File: src/rtl/hash_pkg.sv
// Shared types and default sizing for the bitcoin_hash host-side job initiator.
package hash_pkg;

    localparam int NUM_NONCES_DEF = 16;
    localparam int HDR_WORDS_DEF  = 20;
    localparam int READ_LAT_DEF   = 1;
    localparam logic [15:0] MSG_ADDR_DEF = 16'h0000;
    localparam logic [15:0] OUT_ADDR_DEF = 16'h0100;

    typedef enum logic [2:0] {
        LOAD,
        KICK,
        WAIT_LO,
        WAIT_HI,
        FETCH,
        REPORT
    } host_state_t;

    function automatic int idx_width(input int n);
        return (n > 1) ? $clog2(n) : 1;
    endfunction

endpackage

File: src/rtl/hash_result_scan.sv
// Running minimum of H0 results plus first-index-below-target tracker.
module hash_result_scan
    import hash_pkg::*;
#(
    parameter int NUM_NONCES = NUM_NONCES_DEF,
    localparam int IDX_W = idx_width(NUM_NONCES)
) (
    input  logic             clk,
    input  logic             reset,
    input  logic             clear,
    input  logic             in_valid,
    input  logic [IDX_W-1:0] in_idx,
    input  logic [31:0]      in_h0,
    input  logic [31:0]      target,
    output logic             found,
    output logic [IDX_W-1:0] nonce,
    output logic [31:0]      min_h0
);

    always_ff @(posedge clk) begin
        if (reset) begin
            found  <= 1'b0;
            nonce  <= '0;
            min_h0 <= '0;
        end else if (clear) begin
            found  <= 1'b0;
            nonce  <= '0;
            min_h0 <= 32'hFFFF_FFFF;
        end else if (in_valid) begin
            // Strict compare keeps the earliest index on ties.
            if (in_h0 < min_h0) begin
                min_h0 <= in_h0;
            end
            if (!found && (in_h0 < target)) begin
                found <= 1'b1;
                nonce <= in_idx;
            end
        end
    end

endmodule

File: src/rtl/hash_job_host.sv
// Host-side initiator: writes a block header to shared memory, starts the hasher,
// waits for completion, reads back the H0 results and reports the best nonce.
//
//  state   | meaning
//  LOAD    | accepting header words, each written straight to memory
//  KICK    | one-cycle hash_start, memory handed to the hasher
//  WAIT_LO | waiting for hash_done to drop (hasher has accepted the job)
//  WAIT_HI | waiting for hash_done to rise (hasher finished)
//  FETCH   | issuing result reads and scanning the returned data
//  REPORT  | holding the result until res_ready
module hash_job_host
    import hash_pkg::*;
#(
    parameter int          NUM_NONCES = NUM_NONCES_DEF,
    parameter int          HDR_WORDS  = HDR_WORDS_DEF,
    parameter logic [15:0] MSG_ADDR   = MSG_ADDR_DEF,
    parameter logic [15:0] OUT_ADDR   = OUT_ADDR_DEF,
    parameter int          READ_LAT   = READ_LAT_DEF,
    localparam int         IDX_W      = idx_width(NUM_NONCES)
) (
    input  logic             clk,
    input  logic             reset,
    input  logic             hdr_valid,
    output logic             hdr_ready,
    input  logic [31:0]      hdr_data,
    input  logic [31:0]      target,
    output logic             mem_we,
    output logic [15:0]      mem_addr,
    output logic [31:0]      mem_write_data,
    input  logic [31:0]      mem_read_data,
    output logic             mem_grant_hasher,
    output logic [15:0]      message_addr,
    output logic [15:0]      output_addr,
    output logic             hash_start,
    input  logic             hash_done,
    output logic             res_valid,
    input  logic             res_ready,
    output logic             res_found,
    output logic [IDX_W-1:0] res_nonce,
    output logic [31:0]      res_min_h0
);

    localparam int FETCH_LEN = NUM_NONCES + READ_LAT;
    localparam int FCNT_W    = $clog2(FETCH_LEN + 1);

    host_state_t state, state_next;

    logic [4:0]        word_cnt;
    logic [FCNT_W-1:0] fetch_cnt;
    logic [31:0]       target_q;
    logic              hdr_fire;
    logic              last_word;
    logic              fetch_last;
    logic              scan_clear;
    logic              scan_valid;
    logic [IDX_W-1:0]  scan_idx;

    assign message_addr = MSG_ADDR;
    assign output_addr  = OUT_ADDR;

    assign hdr_fire   = (state == LOAD) && hdr_valid && !reset;
    assign last_word  = (word_cnt == 5'(HDR_WORDS - 1));
    assign fetch_last = (fetch_cnt == FCNT_W'(FETCH_LEN - 1));

    always_ff @(posedge clk) begin
        if (reset) begin
            state <= LOAD;
        end else begin
            state <= state_next;
        end
    end

    always_ff @(posedge clk) begin
        if (reset) begin
            word_cnt  <= '0;
            fetch_cnt <= '0;
            target_q  <= '0;
        end else begin
            if (hdr_fire) begin
                if (word_cnt == 5'd0) begin
                    target_q <= target;
                end
                word_cnt <= last_word ? 5'd0 : word_cnt + 5'd1;
            end else if ((state == REPORT) && res_ready) begin
                word_cnt <= '0;
            end

            if (state == FETCH) begin
                fetch_cnt <= fetch_last ? '0 : fetch_cnt + 1'b1;
            end else begin
                fetch_cnt <= '0;
            end
        end
    end

    always_comb begin
        state_next       = state;
        hdr_ready        = 1'b0;
        mem_we           = 1'b0;
        mem_addr         = '0;
        mem_write_data   = '0;
        mem_grant_hasher = 1'b0;
        hash_start       = 1'b0;
        res_valid        = 1'b0;
        scan_clear       = 1'b0;

        case (state)
            LOAD: begin
                hdr_ready = 1'b1;
                if (hdr_fire) begin
                    mem_we         = 1'b1;
                    mem_addr       = MSG_ADDR + 16'(word_cnt);
                    mem_write_data = hdr_data;
                    if (last_word) begin
                        state_next = KICK;
                    end
                end
            end
            KICK: begin
                hash_start       = 1'b1;
                mem_grant_hasher = 1'b1;
                state_next       = WAIT_LO;
            end
            WAIT_LO: begin
                // A high done here is the idle level, not a completion.
                mem_grant_hasher = 1'b1;
                if (!hash_done) begin
                    state_next = WAIT_HI;
                end
            end
            WAIT_HI: begin
                if (hash_done) begin
                    scan_clear = 1'b1;
                    state_next = FETCH;
                end else begin
                    mem_grant_hasher = 1'b1;
                end
            end
            FETCH: begin
                if (fetch_cnt < FCNT_W'(NUM_NONCES)) begin
                    mem_addr = OUT_ADDR + 16'(fetch_cnt);
                end
                if (fetch_last) begin
                    state_next = REPORT;
                end
            end
            REPORT: begin
                res_valid = 1'b1;
                if (res_ready) begin
                    state_next = LOAD;
                end
            end
            default: begin
                state_next = LOAD;
            end
        endcase
    end

    // Read i returns READ_LAT cycles after its address, so capture lags the issue count.
    assign scan_valid = (state == FETCH) && (fetch_cnt >= FCNT_W'(READ_LAT));
    assign scan_idx   = IDX_W'(fetch_cnt - FCNT_W'(READ_LAT));

    hash_result_scan #(
        .NUM_NONCES (NUM_NONCES)
    ) u_scan (
        .clk      (clk),
        .reset    (reset),
        .clear    (scan_clear),
        .in_valid (scan_valid),
        .in_idx   (scan_idx),
        .in_h0    (mem_read_data),
        .target   (target_q),
        .found    (res_found),
        .nonce    (res_nonce),
        .min_h0   (res_min_h0)
    );

endmodule
File: config.mk
export PLATFORM = sky130hd
export DESIGN_NAME = hash_job_host
export DESIGN_NICKNAME = d
export VERILOG_FILES = /design/src/rtl/hash_pkg.sv /design/src/rtl/hash_result_scan.sv /design/src/rtl/hash_job_host.sv
export SDC_FILE = /design/constraint.sdc
export NUM_CORES = 1
export LEC_CHECK = 0
export ABC_AREA = 1
export ABC_CLOCK_PERIOD_IN_PS = 2400
export CAP_MARGIN = 5
export CORE_MARGIN = 2
export CORE_UTILIZATION = 40
export DETAILED_ROUTE_END_ITERATION = 10
export GPL_TIMING_DRIVEN = 0
export PLACE_DENSITY = 0.73
export SLEW_MARGIN = 40
export SYNTH_ARGS = -nofsm -noshare
export SYNTH_HDL_FRONTEND = slang
export SYNTH_HIERARCHICAL = 1
export SYNTH_SLANG_ARGS = --single-unit
File: constraint.sdc
create_clock -name clk -period 2.4 [get_ports clk]
set_clock_uncertainty 0.15 [all_clocks]
set_input_delay 0.48 -clock clk [delete_from_list [all_inputs] [get_ports clk]]
set_output_delay 0.48 -clock clk [all_outputs]
set_load 0.02 [all_outputs]
==> flow_metrics.env, run 1 <==
export IMPL_via_per_inst=4.56
export IMPL_maxSlewHeadroom=0.460
export IMPL_syn_area_per_cell_um2=6.96
export IMPL_ios=223
export IMPL_die_area_mm2=0.0160
export IMPL_n_fill_cell=1394
export IMPL_synthTopCellsByArea="dfxtp_1 27%, ha_1 14%, inv_1 9.2%"
export IMPL_syn2layout_area_growth_pct=42.9
export IMPL_drive_above_1_share=0.173
export IMPL_ys_seq_area_frac=0.274
export IMPL_status="finished clean"
export IMPL_wl_mm=15.9
export IMPL_worstSkewPairLatency_ns=0.35
export IMPL_fin_crit_ns=2.36
export IMPL_core_mm2=0.0146
export IMPL_die_width_um=126
export IMPL_grt_max_degree=16
export IMPL_cts_sinks=82
export IMPL_yosysTopAreaCell="dfxtp_1"
export IMPL_antenna_left=0
export IMPL_first_iter_violations=219
export IMPL_max_stage_delay_ns=0.47
export IMPL_synth_common_cells="147 x inv_1, 136 x nor2_1, 121 x nand2_1"
export IMPL_n_antenna_cell=0
export IMPL_power_density_mw_per_mm2=596
export IMPL_io_buffers=180
export IMPL_finalCritPeriodShare=0.983
export IMPL_synth_top_area_share=0.274
export IMPL_routabilityCongestion=0.872
export IMPL_synthSimpleGateAreaFrac=0.296
export IMPL_required_ns=1.77
export IMPL_finalPower_uw=5110
export IMPL_clkTransAtPathRegs_ns=0.06
export IMPL_setup_viol=0
export IMPL_endpoint_kind="primary output"
export IMPL_yosys_warnings=6
export IMPL_syn_inst=861
export IMPL_yosys_cell_count_top_type="inv_1"
export IMPL_ys_ff_latch=82
export IMPL_vias=5870
export IMPL_synthFlopType="dfxtp_1"
export IMPL_synth_top_family_by_area="simple AND/OR/NAND/NOR gates"
export IMPL_postSynth_asyncResetShare=0
export IMPL_rsz0062_at_grt="yes"
export IMPL_grtUsageTotal=0.197
export IMPL_crit_slowest_cell="clkdlybuf4s50_1"
export IMPL_synth_xor_area_share=0.00731
export IMPL_critPathLaunchType="input pin"
export IMPL_worst_slew_pin_transition_ns=0.810
export IMPL_crit_path_max_fanout=6
export IMPL_grt_overflow_total=0
export IMPL_grt_pass1_wl_mm=25.7
export IMPL_fin_util=0.587
export IMPL_grt_antenna_before_repair=1
export IMPL_synth_edff_count=0
export IMPL_ys_types=39
export IMPL_cp_cell_sequence="clkdlybuf4s50_1 > inv_2 > nor2_4 > nand2_4 > buf_12 > inv_6 > clkdlybuf4s15_1"
export IMPL_hold_violations=0
export IMPL_cpLargestDelayFamily="buffers and inverters"
export IMPL_synthAdderAreaFrac=0.142
export IMPL_clockRootBuffer="clkbuf_16"
export IMPL_finalMaxSlewViolations=0
export IMPL_cts_tree="built"
export IMPL_critical_path_class="input pin to primary output"
export IMPL_wl_per_cell_um=12.4
export IMPL_cts_path_max_buffers=2
export IMPL_post_dp_hpwl_mm=12.7
export IMPL_postCtsHoldBufs=0
export IMPL_nNetsFinal=1266
export IMPL_initial_utilization=0.411
export IMPL_hold_slack_ns=0.331
export IMPL_max_freq_mhz=424
export IMPL_htreeDepth=3
export IMPL_worstPathArrival_ns=1.73
export IMPL_num_rows=44
export IMPL_irDropWorstVdd_mv=0.376
export IMPL_cts_buffers=9
export IMPL_p_leak_uw=0.00431
export IMPL_crit_buf_inv=5
export IMPL_grt_pass1_vias=5443
export IMPL_die_h_um=126
export IMPL_synth_compound_area_share=0.100
export IMPL_max_cap_violations=0
export IMPL_dr_pass1_iters=4
export IMPL_synth_mux_area_frac=0
export IMPL_syn_area_mm2=0.00599
export IMPL_hp_class="flop to flop"
export IMPL_drc_errors=0
==> metrics by stage <==
step / setup WS (ns) / setup TNS [ns] / cells / area, um^2
final: 0.0419 / 0 / 1286 / 8570
after floorplan: 0.173 / 0 / 901 / 6140
after CTS: -0.000472 / -0.000472 / 1284 / 8420
after detailed placement: -0.724 / -40.46 / 1265 / 8180
after global routing: -0.0195 / -0.0395 / 1286 / 8570
after global placement: -0.694 / -39.06 / 1265 / 8180
==> cell families after synthesis <==
kind of cell	count (synthesis)
adder cells (fa/ha/maj)	68
other	2
XOR/XNOR	5
AND/OR/NAND/NOR	377
flip-flops	82
buffers and inverters	220
AO/OA/AOI/OAI	107
==> cells in the final DEF (no fill, tap or decap), drive strengths merged <==
| master | count |
|---|---|
| ha | 68 |
| dlygate4sd2 | 4 |
| clkdlybuf4s50 | 114 |
| bufinv | 2 |
| a21oi | 54 |
| nand3 | 65 |
| xor2 | 4 |
| o21ai | 44 |
| o21a | 2 |
| xnor2 | 1 |
| nor3b | 1 |
| a21boi | 1 |
| a31oi | 1 |
| nor3 | 6 |
| buf | 100 |
| clkbuf | 19 |
| clkdlybuf4s15 | 1 |
| dlymetal6s2s | 24 |
| nand2 | 138 |
| inv | 155 |
| clkinv | 2 |
| conb | 42 |
| nand4 | 8 |
| dfxtp | 82 |
| o22ai | 3 |
| nor2 | 141 |
| and3 | 2 |
| or2 | 16 |
| a211oi | 1 |
| a21o | 1 |
==> metal layers <==
layer | up-vias | routed length (um) | GRT usage
li1 | 3083 | - | -
met1 | 2615 | 6910 | 0.239
met2 | 153 | 7780 | 0.347
met3 | 17 | 1020 | 0.0502
met4 | 2 | 205 | 0.0530
met5 | - | 13 | 0
==> worst register-to-register path, cell delays in order (launching register included) <==
cell	delay, ns
dfxtp_1	0.37
inv_1	0.09
ha_4	0.27
nand2_1	0.06
inv_1	0.07
nand3_1	0.09
nor3_2	0.23
and3_4	0.22
nand2_4	0.07
nand2_8	0.10
buf_4	0.19
nand3_1	0.11
a21oi_2	0.15
==> final timing paths <==
path / from / endpoint / slack (ns) / depth (start not counted)
worst min register to register: target_q[31]$_SDFFE_PP0P_ / target_q[31]$_SDFFE_PP0P_ / 0.33 / 2
worst min-delay path: target_q[31]$_SDFFE_PP0P_ / target_q[31]$_SDFFE_PP0P_ / 0.33 / 2
worst max register to register: u_scan/min_h0[31]$_SDFFE_PP0P_ / u_scan/min_h0[21]$_SDFFE_PP0P_ / 0.17 / 12
worst max-delay path: hdr_valid / mem_we / 0.04 / 7
==> area by class of cell <==
type	instances	area [um^2]	area share
clock inverters	7	100	0.0117
multi-input cells	599	3510	0.410
inverters	152	581	0.0678
flip-flops and latches	82	1640	0.192
repair buffers	185	1760	0.205
clock buffers	9	225	0.0263
well taps	184	230	0.0269
plain buffers	68	522	0.0609
==> sequential cells by signal (all words and copies together), names as in the netlist <==
register	flops
u_scan/min_h0	32
state	3
target_q	32
fetch_cnt	5
u_scan/nonce	4
u_scan/found	1
word_cnt	5
==> where the power goes <==
group          leakage [uW]  internal (uW)  total (uW)  switching [uW]
registers          0.000666           1520        1630             104
clock network      0.000161            923        1530             609
logic               0.00349            843        1950            1110
==> repair_timing <==
item,4_1_cts,5_1_grt
endpoints found under the setup margin,71,71
buffers inserted,3,2
resized for setup,160,61
pin swaps,5,12
Note: power is estimated with default switching activity, not from simulation.
==> run 2: changes to the inputs <==
--- a/config.mk
+++ b/config.mk
@@ -8,11 +8,11 @@
 export ABC_AREA = 1
 export ABC_CLOCK_PERIOD_IN_PS = 2400
 export CAP_MARGIN = 5
+export CORE_ASPECT_RATIO = 0.6
 export CORE_MARGIN = 2
-export CORE_UTILIZATION = 40
+export CORE_UTILIZATION = 24
 export DETAILED_ROUTE_END_ITERATION = 10
 export GPL_TIMING_DRIVEN = 0
-export PLACE_DENSITY = 0.73
 export SLEW_MARGIN = 40
 export SYNTH_ARGS = -nofsm -noshare
 export SYNTH_HDL_FRONTEND = slang
==> flow_metrics.env, run 2 (same netlist as run 1, synthesis figures left out) <==
export IMPL_hp_class="flop to flop"
export IMPL_worstPathArrival_ns=1.74
export IMPL_placed_cell_area_mm2=0.00835
export IMPL_cts_path_max_buffers=2
export IMPL_critical_path_startpoint="hdr_valid"
export IMPL_fin_util=0.359
export IMPL_fin_crit_ns=2.37
export IMPL_io_buffers=180
export IMPL_fin_area_mm2=0.00874
export IMPL_worstSkewPairLatency_ns=0.34
export IMPL_postCtsHoldBufs=0
export IMPL_finalMaxSlewViolations=0
export IMPL_worst_r2r_cell_count=15
export IMPL_crit_path_max_fanout=10
export IMPL_antenna_left=0
export IMPL_endpoint_kind="primary output"
export IMPL_cts_buffers=9
export IMPL_clockRootBuffer="clkbuf_16"
export IMPL_max_stage_delay_ns=0.46
export IMPL_power_density_mw_per_mm2=589
export IMPL_regToRegStartpoint="u_scan/min_h0[31]$_SDFFE_PP0P_"
export IMPL_max_cap_violations=0
export IMPL_num_rows=44
export IMPL_required_ns=1.77
export IMPL_cts_sinks=82
export IMPL_initial_utilization=0.246
export IMPL_die_h_um=126
export IMPL_r2r_end="u_scan/min_h0[3]$_SDFFE_PP0P_"
export IMPL_wl_mm=19.3
export IMPL_critPathLaunchType="input pin"
export IMPL_grt_pass1_vias=5717
export IMPL_grt_overflow_total=0
export IMPL_final_common_cell="inv_1"
export IMPL_worst_slew_pin_transition_ns=0.764
export IMPL_ios=223
export IMPL_reg_top3="target_q x32, u_scan/min_h0 x32"
export IMPL_max_freq_mhz=422
export IMPL_status="finished clean"
export IMPL_cp_cell_sequence="clkdlybuf4s50_1 > inv_1 > nor2_4 > nand2_4 > buf_6 > o22ai_2 > buf_4"
export IMPL_n_fill_cell=2620
export IMPL_finalCritPeriodShare=0.987
export IMPL_grt_pass1_wl_mm=30.4
export IMPL_drc_errors=0
export IMPL_wl_per_cell_um=13.5
export IMPL_setup_viol=0
export IMPL_hold_end="target_q[2]$_SDFFE_PP0P_"
export IMPL_post_dp_hpwl_mm=15.4
export IMPL_die_area_mm2=0.0263
export IMPL_reg2reg_slack_ns=0.13
export IMPL_crit_slowest_cell="clkdlybuf4s50_1"
export IMPL_min_delay_start="target_q[2]$_SDFFE_PP0P_"
export IMPL_nNetsFinal=1271
export IMPL_hold_violations=0
export IMPL_grt_max_degree=14
export IMPL_p_leak_uw=0.00421
export IMPL_grt_antenna_before_repair=1
export IMPL_htreeDepth=3
export IMPL_clkTransAtPathRegs_ns=0.06
export IMPL_die_width_um=208
export IMPL_via_per_inst=4.13
export IMPL_core_mm2=0.0243
export IMPL_grtUsageTotal=0.146
export IMPL_critical_path_class="input pin to primary output"
export IMPL_maxSlewHeadroom=0.491
export IMPL_routabilityCongestion=0.834
export IMPL_cts_tree="built"
export IMPL_vias=5905
export IMPL_min_path_cells=2
export IMPL_syn2layout_area_growth_pct=45.8
export IMPL_drive_above_1_share=0.183
export IMPL_dr_pass1_iters=5
export IMPL_final_cell_mix="146 x inv_1, 131 x nor2_1, 118 x nand2_1, 112 x clkdlybuf4s50_1, 79 x dfxtp_1"
export IMPL_irDropWorstVdd_mv=0.342
export IMPL_first_iter_violations=285
-- run 2: cell types whose count changed in the layout (fill, tap and decap cells not counted), sizes merged --
cell and delta:
inv -3, diode +1, clkdlybuf4s50 -2, buf +6, dlymetal6s2s -17, clkbuf +1, dlygate4sd2 +19, clkinvlp +1
-- run 2: how the worst max path moves through the flow --
| stage | endpoint | slack [ns] | cells past startpoint |
|---|---|---|---|
| 6_report | mem_addr[3] | 0.03 | 7 |
| 5_1_grt | u_scan/nonce[0]$_SDFFE_PP0P_ | -0.02 | 14 |
| 2_1_floorplan | mem_addr[2] | 0.17 | 4 |
| 3_3_place_gp | mem_write_data[3] | -0.82 | 6 |
| 3_5_place_dp | mem_write_data[3] | -0.80 | 6 |
| 4_1_cts | u_scan/nonce[2]$_SDFFE_PP0P_ | 0.0007 | 10 |
-- run 2: critical path: cells and delay by family --
family,cells,cell delay (ns)
AOI/OAI and AO/OA,1,0.18
buffers and inverters,4,0.85
and+or+nand+nor,2,0.22
-- run 2: report_power, final --
part	internal [uW]	switching, uW
registers	1520	108
clock network	938	589
logic	832	1160
-- run 2: what timing repair did --
action                     CTS  global route
setup endpoints to repair   79            58
gates cloned                 1             0
resized for setup          204            27
buffers inserted             8             2
pin swaps                   10            10
hold endpoints to repair     0             0
-- run 2: final cells by class --
| cell class | instances | area [um^2] | area share |
|---|---|---|---|
| antenna | 1 | 2.50 | 0.000286 |
| timing repair buffer | 191 | 1730 | 0.198 |
| buffer | 67 | 518 | 0.0593 |
| multi-input combinational | 599 | 3540 | 0.405 |
| clock inverter | 5 | 77.6 | 0.00888 |
| sequential | 82 | 1650 | 0.188 |
| tap | 322 | 403 | 0.0461 |
| clock buffer | 11 | 243 | 0.0278 |
| inverter | 152 | 581 | 0.0664 |
-- run 2: stage by stage --
| stage | power [uW] | setup WS, ns | setup TNS [ns] | instances | hold WS, ns |
|---|---|---|---|---|---|
| final | 5150 | 0.0320 | 0 | 1430 | 0.332 |
| after global routing | 5510 | -0.0177 | -0.0264 | 1430 | 0.354 |
| after CTS | 5190 | 0.000747 | 0 | 1428 | 0.337 |
| after detailed placement | 3680 | -0.802 | -51.85 | 1403 | 0.321 |
| after global placement | 3650 | -0.818 | -52.11 | 1403 | 0.317 |
| after floorplan | 2930 | 0.173 | 0 | 901 | 0.295 |
-- run 2: layer usage --
metal | track usage | routed length (um)
met1 | 0.213 | 10100
met2 | 0.220 | 7970
met3 | 0.0366 | 1200
met4 | 0.0229 | 61
met5 | 0 | 0
